<file path="config.mk">
export PLATFORM = sky130hd
export DESIGN_NAME = sobel_filter
export DESIGN_NICKNAME = d
export VERILOG_FILES = /design/src/rtl/sobel_filter.sv
export SDC_FILE = /design/constraint.sdc
export NUM_CORES = 1
export LEC_CHECK = 0
export ABC_AREA = 1
export CELL_PAD_IN_SITES_DETAIL_PLACEMENT = 0
export CELL_PAD_IN_SITES_GLOBAL_PLACEMENT = 1
export CORE_MARGIN = 4
export CORE_UTILIZATION = 30
export CTS_CLUSTER_SIZE = 24
export DETAILED_ROUTE_END_ITERATION = 16
export DONT_BUFFER_PORTS = 1
export GPL_TIMING_DRIVEN = 0
export PLACE_DENSITY_LB_ADDON = 0.1
export SLEW_MARGIN = 20
export SYNTH_ARGS = -nofsm -noshare
export SYNTH_HDL_FRONTEND = slang
export SYNTH_SLANG_ARGS = --single-unit
</file>
<file path="constraint.sdc">
create_clock -name clock -period 6.6 [get_ports clock]
set_input_delay 1.32 -clock clock [delete_from_list [all_inputs] [get_ports clock]]
set_output_delay 1.32 -clock clock [all_outputs]
set_load 0.03 [all_outputs]
</file>
<file path="src/rtl/sobel_filter.sv">
// Streaming 3x3 Sobel gradient controller: input FIFO -> line-buffer window -> output FIFO.
// Define SOBEL_BORDER_ZERO_EN to force outputs for border centre pixels to 0.
module sobel_filter #(
  parameter int IMG_WIDTH  = 540,
  parameter int IMG_HEIGHT = 360
) (
  input  logic            clock,
  input  logic            reset,
  input  logic            in_empty,
  input  logic [7:0]      in_dout,
  output logic            in_rd_en,
  output logic            shift_en,
  output logic [7:0]      pixel_in,
  input  logic [7:0][7:0] window,
  input  logic            out_full,
  output logic            out_wr_en,
  output logic [7:0]      out_din
);
  localparam int COL_W  = $clog2(IMG_WIDTH);
  localparam int ROW_W  = $clog2(IMG_HEIGHT);
  localparam int FILL_W = $clog2(IMG_WIDTH + 2);
  localparam logic [COL_W-1:0]  COL_LAST        = COL_W'(IMG_WIDTH - 1);
  localparam logic [ROW_W-1:0]  ROW_LAST        = ROW_W'(IMG_HEIGHT - 1);
  localparam logic [COL_W-1:0]  STREAM_LAST_COL = COL_W'(IMG_WIDTH - 3);
  localparam logic [ROW_W-1:0]  STREAM_LAST_ROW = ROW_W'(IMG_HEIGHT - 2);
  localparam logic [FILL_W-1:0] FILL_LAST       = FILL_W'(IMG_WIDTH + 1);

  typedef enum logic [1:0] {PRELOAD, STREAM, FLUSH} state_t;

  state_t             state_reg;
  logic [COL_W-1:0]   col_reg;
  logic [ROW_W-1:0]   row_reg;
  logic [FILL_W-1:0]  fill_reg;
  logic               advance;
  logic               reading;
  logic               writing;
  logic               border;

  logic signed [10:0] nb [8];
  logic signed [10:0] gx;
  logic signed [10:0] gy;
  logic [10:0]        abs_gx;
  logic [10:0]        abs_gy;
  logic [10:0]        mag;
  logic [7:0]         sat_mag;

  for (genvar gi = 0; gi < 8; gi++) begin : g_nb
    assign nb[gi] = $signed({3'b000, window[gi]});
  end

  // Index map: 7=TL 6=TM 5=TR 4=ML 3=MR 2=BL 1=BM 0=BR
  always_comb begin
    gx      = (nb[5] + (nb[3] <<< 1) + nb[0]) - (nb[7] + (nb[4] <<< 1) + nb[2]);
    gy      = (nb[2] + (nb[1] <<< 1) + nb[0]) - (nb[7] + (nb[6] <<< 1) + nb[5]);
    abs_gx  = gx[10] ? $unsigned(-gx) : $unsigned(gx);
    abs_gy  = gy[10] ? $unsigned(-gy) : $unsigned(gy);
    mag     = (abs_gx + abs_gy) >> 1;
    sat_mag = (mag > 11'd255) ? 8'hFF : mag[7:0];
  end

`ifdef SOBEL_BORDER_ZERO_EN
  assign border = (row_reg == '0) || (row_reg == ROW_LAST) ||
                  (col_reg == '0) || (col_reg == COL_LAST);
`else
  assign border = 1'b0;
`endif

  always_comb begin
    advance = 1'b0;
    reading = 1'b0;
    writing = 1'b0;
    if (!reset) begin
      case (state_reg)
        PRELOAD: begin
          advance = !in_empty;
          reading = !in_empty;
        end
        STREAM: begin
          advance = !in_empty && !out_full;
          reading = advance;
          writing = advance;
        end
        FLUSH: begin
          advance = !out_full;
          writing = !out_full;
        end
        default: ;
      endcase
    end
  end

  assign shift_en  = advance;
  assign in_rd_en  = reading;
  assign out_wr_en = writing;
  assign pixel_in  = reading ? in_dout : 8'd0;
  assign out_din   = (writing && !border) ? sat_mag : 8'd0;

  // Row/column track the centre pixel of the window being written.
  always_ff @(posedge clock or posedge reset) begin
    if (reset) begin
      state_reg <= PRELOAD;
      col_reg   <= '0;
      row_reg   <= '0;
      fill_reg  <= '0;
    end else if (advance) begin
      case (state_reg)
        PRELOAD: begin
          if (fill_reg == FILL_LAST) begin
            fill_reg  <= '0;
            state_reg <= STREAM;
          end else begin
            fill_reg <= fill_reg + 1'b1;
          end
        end
        STREAM, FLUSH: begin
          if (col_reg == COL_LAST) begin
            col_reg <= '0;
            row_reg <= (row_reg == ROW_LAST) ? '0 : row_reg + 1'b1;
          end else begin
            col_reg <= col_reg + 1'b1;
          end
          if (state_reg == STREAM && row_reg == STREAM_LAST_ROW && col_reg == STREAM_LAST_COL)
            state_reg <= FLUSH;
          if (state_reg == FLUSH && row_reg == ROW_LAST && col_reg == COL_LAST)
            state_reg <= PRELOAD;
        end
        default: state_reg <= PRELOAD;
      endcase
    end
  end
endmodule

</file>
==> metrics.md <==
| Metric | Value |
|---|---|
| Die height | 144 µm |
| Hold buffer count at cts | 0 |
| Hold_ws | around 0.47 ns |
| Max-slew headroom | 45.7% |
| GPL Wtd Cong | 0.790 |
| CTS tree | done |
| H-Tree Depth | 2 |
| Final ANT Viol Nets | 0 |
| Io pins | 95 |
| Max Slew Vio Count | 0 |
| Max stage delay on crit path | between 0.5 and 0.6 ns |
| Die area | 20900 µm² |
| Final #Nets | 994 |
| Iteration-0 DRC Markers | 104 |
| Vias in the first global route | ~4800 |
| Final Skew | 0.00566 ns |
| Crit path required time | 5.28 ns |
| Outcome | complete, but fails checks |
| Clk slew on worst S/H paths | about 0.06 ns |
| Final worst slack | -0.570 ns |
| WL/cell | 12.0 µm |
| GR Overflow Total | 0 |
| Yosys top cell by area | fa_1 |
| Register area share after synthesis | 13.9% |
| Post-route DRC | 0 |
| Tcrit/Tclk final | 109% |
| Mapped Cells | 787 |
| Initial core utilization | between 30% and 40% |
| Highest-delay cell along the critical path | fa_1 |
| Netlist Area Pre-Place | 5590 µm² |
| CTS Buf Count | 5 |
| Post-DP HPWL | between 10 and 15 mm |
| Async SR Flop Fraction | 100% |
| R2r endpoint | fill_reg[8]$_DFFE_PP0P_ |
| Largest net degree at the start of global routing | 33 |
| Clock net sink count | 31 |
| Initial antenna violation count | 0 |
| Root buf cell | clkbuf_16 |
| Cell Chain, Critical Path | clkinvlp_4, fa_1, inv_1, fa_2, fa_1, ha_2, inv_2, fa_1, nand2_1, nor2_2, nand4_1, nor3b_2, a31oi_4, xor2_2, ha_4, a21o_1, a31oi_1, nand3_2, inv_2, nand3_2, nand2_4, nand3_2, nand2_2, inv_4 |
| Ys flop type | dfrtp_1 |
| Crit path time final | 7.17 ns |
| Crit path launch type | input port |
| Failing checks | negative setup slack |
| Worst-case clock buffer depth | 2 |
| Number of enable flip-flop cells after synthesis | 0 |
| Total GRT Usage | 12.4% |
| Multi-input gate area | 4290 µm² |
| PortBufs | 0 |
| Via Count | about 4600 |
| Fmax | 0.139 GHz |
| Post-synth cell types | 37 |
| Chip width | 144 µm |
| Synthesized area per cell | roughly 7.1 µm² |
| Fill cells | 1909 |
| Reg2reg path depth | 14 |
| Top cells by area, synth | fa_1 (23%), inv_1 (16%), dfrtp_1 (14%) |
| Highest Signal Layer | met4 |
| R2r setup slk | 4.33 ns |
| # diodes | 0 |
| Worst EP arrival | roughly 5.9 ns |
| Row cnt | slightly below 50 |
| Tightest Pin Transition | 0.815 ns |
| Reg area | 776 µm² |
| MaxCap Viol Count | 0 |
| Post-synth net total | 971 |
| Routed met2 length | around 6.6 mm |
| Worst Setup EP | out_din[1] |
| RSZ-0062 raised after global routing | yes |
| RR Startpoint | state_reg[1]$_DFFE_PP0P_ |
| Hold Vio Cnt, Final | 0 |
| Area growth syn-to-layout | 18.3% |
| Worst skew pair latency | around 0.28 ns |
| Layout cells sized above 1 | 19.0% |
| Final wirelength | 12.5 mm |
| Setup crit end kind | primary output |
| Crit path max fanout | 8 |
| Core outline area | 18100 µm² |
| First-pass GRT wire length | about 21 mm |
| Met3 wire len | 297 µm |
| TritonRoute pass-1 iters | 4 |
| CP Class | input port to primary output |
| Synth Warn # | 0 |
| Synthesis-stage register bit count | 31 |
| Synth top area share | between 20% and 30% |
| Setup-failing EPs final | 8 |
| M1 WL | 5.44 mm |
| Worst hold path type | register to register |
| Critical Path Start | window[0] |
| DR vias/cell | 4.44 |
## cells by family (layout without fill, tap and decap cells)
| group | count (synthesis) | count (layout) | share of synthesized area [%] |
|---|---|---|---|
| XOR/XNOR | 33 | 33 | 5.17 |
| AO/OA/AOI/OAI | 61 | 61 | 6.16 |
| buffers and inverters | 246 | 270 | 16.7 |
| AND/OR/NAND/NOR | 308 | 308 | 25.4 |
| flip-flops | 31 | 31 | 13.9 |
| adder cells (fa/ha/maj) | 108 | 108 | 32.7 |
## final cells by class
type	count	area share, %
inverter	245	14.5
sequential	31	11.7
clock buffer	7	2.31
clock inverter	1	0.114
multi-input combinational	510	64.9
timing repair buffer	16	1.87
buffer	1	0.170
tap	229	4.33
## worst max-delay path, delay by kind of cell
kind | cells | cell delay, ns
xor gates and xnor gates | 1 | 0.24
buffers and inverters | 5 | 0.33
AOI/OAI and AO/OA | 3 | 0.44
adders and majority gates | 6 | 2.35
and+or+nand+nor | 9 | 1.14
## cell usage after synthesis (all sizes together) (3+ instances only)
master  number
dfrtp       31
inv        244
o21ai       13
o31ai        4
xor2        28
nand4        9
o21a         3
nor4         3
fa          63
ha          45
a21oi       34
a31oi        4
nand3       54
nor3        16
xnor2        5
nand2      153
nand3b       7
nor2        62
## worst min-delay path by stage
| stage | start | endpoint | slack, ns | cells past startpoint |
|---|---|---|---|---|
| 5_1_grt | col_reg[8]$_DFFE_PP0P_ | col_reg[8]$_DFFE_PP0P_ | 0.49 | 1 |
| 3_5_place_dp | col_reg[8]$_DFFE_PP0P_ | col_reg[8]$_DFFE_PP0P_ | 0.46 | 1 |
| 6_report | col_reg[8]$_DFFE_PP0P_ | col_reg[8]$_DFFE_PP0P_ | 0.47 | 1 |
| 3_3_place_gp | col_reg[8]$_DFFE_PP0P_ | col_reg[8]$_DFFE_PP0P_ | 0.46 | 1 |
| 2_1_floorplan | col_reg[8]$_DFFE_PP0P_ | col_reg[8]$_DFFE_PP0P_ | 0.44 | 1 |
| 4_1_cts | col_reg[8]$_DFFE_PP0P_ | col_reg[8]$_DFFE_PP0P_ | 0.47 | 1 |
## timing repair
| action | in CTS | in global routing |
|---|---|---|
| setup endpoints to repair | 8 | 8 |
| gates resized for setup | 5 | 54 |
| pin swaps | 13 | 36 |
| setup buffers | 1 | 14 |
## stage by stage
step / cell area [µm²] / utilization (%) / instances / setup slack, ns / TNS, ns
4_1_cts: 6310 / 34.8 / 1026 / -0.663 / -5.20
3_5_place_dp: 6130 / 33.8 / 1017 / -0.740 / -5.87
5_1_grt: 6610 / 36.4 / 1040 / -0.820 / -6.43
2_1_floorplan: 5830 / - / 787 / -0.247 / -1.94
6_report: 6610 / 36.4 / 1040 / -0.570 / -4.50
3_3_place_gp: 6110 / 33.7 / 1016 / -0.751 / -5.97
## metal layers
layer	up-vias	GRT usage (%)
li1	2383	-
met1	2152	14.5
met2	71	24.4
met3	8	0.992
met4	0	2.95
met5	-	0
## layout by cell type (no fill, tap or decap), types with 3 or more instances in the layout
| master | instances |
|---|---|
| nand2_4 | 3 |
| nand3b_1 | 7 |
| ha_4 | 13 |
| ha_1 | 29 |
| dfrtp_1 | 31 |
| inv_4 | 10 |
| a21oi_1 | 28 |
| xnor2_1 | 5 |
| nand2_1 | 128 |
| nor2_1 | 50 |
| nor3_1 | 9 |
| nand3_1 | 37 |
| clkinvlp_4 | 3 |
| fa_1 | 60 |
| nand4_1 | 9 |
| a31oi_1 | 3 |
| inv_1 | 208 |
| fa_2 | 3 |
| o31ai_1 | 3 |
| o21ai_0 | 10 |
| nand3_2 | 15 |
| ha_2 | 3 |
| inv_2 | 23 |
| nor3_2 | 5 |
| xor2_1 | 26 |
| nor2_4 | 4 |
| a21oi_2 | 5 |
| o21a_1 | 3 |
| clkbuf_16 | 5 |
| nor4_1 | 3 |
| nor2_2 | 8 |
| buf_4 | 15 |
| nand2_2 | 22 |
Power is not shown: default switching activity piles up to over one toggle a cycle in this logic, so the estimate is an artifact.
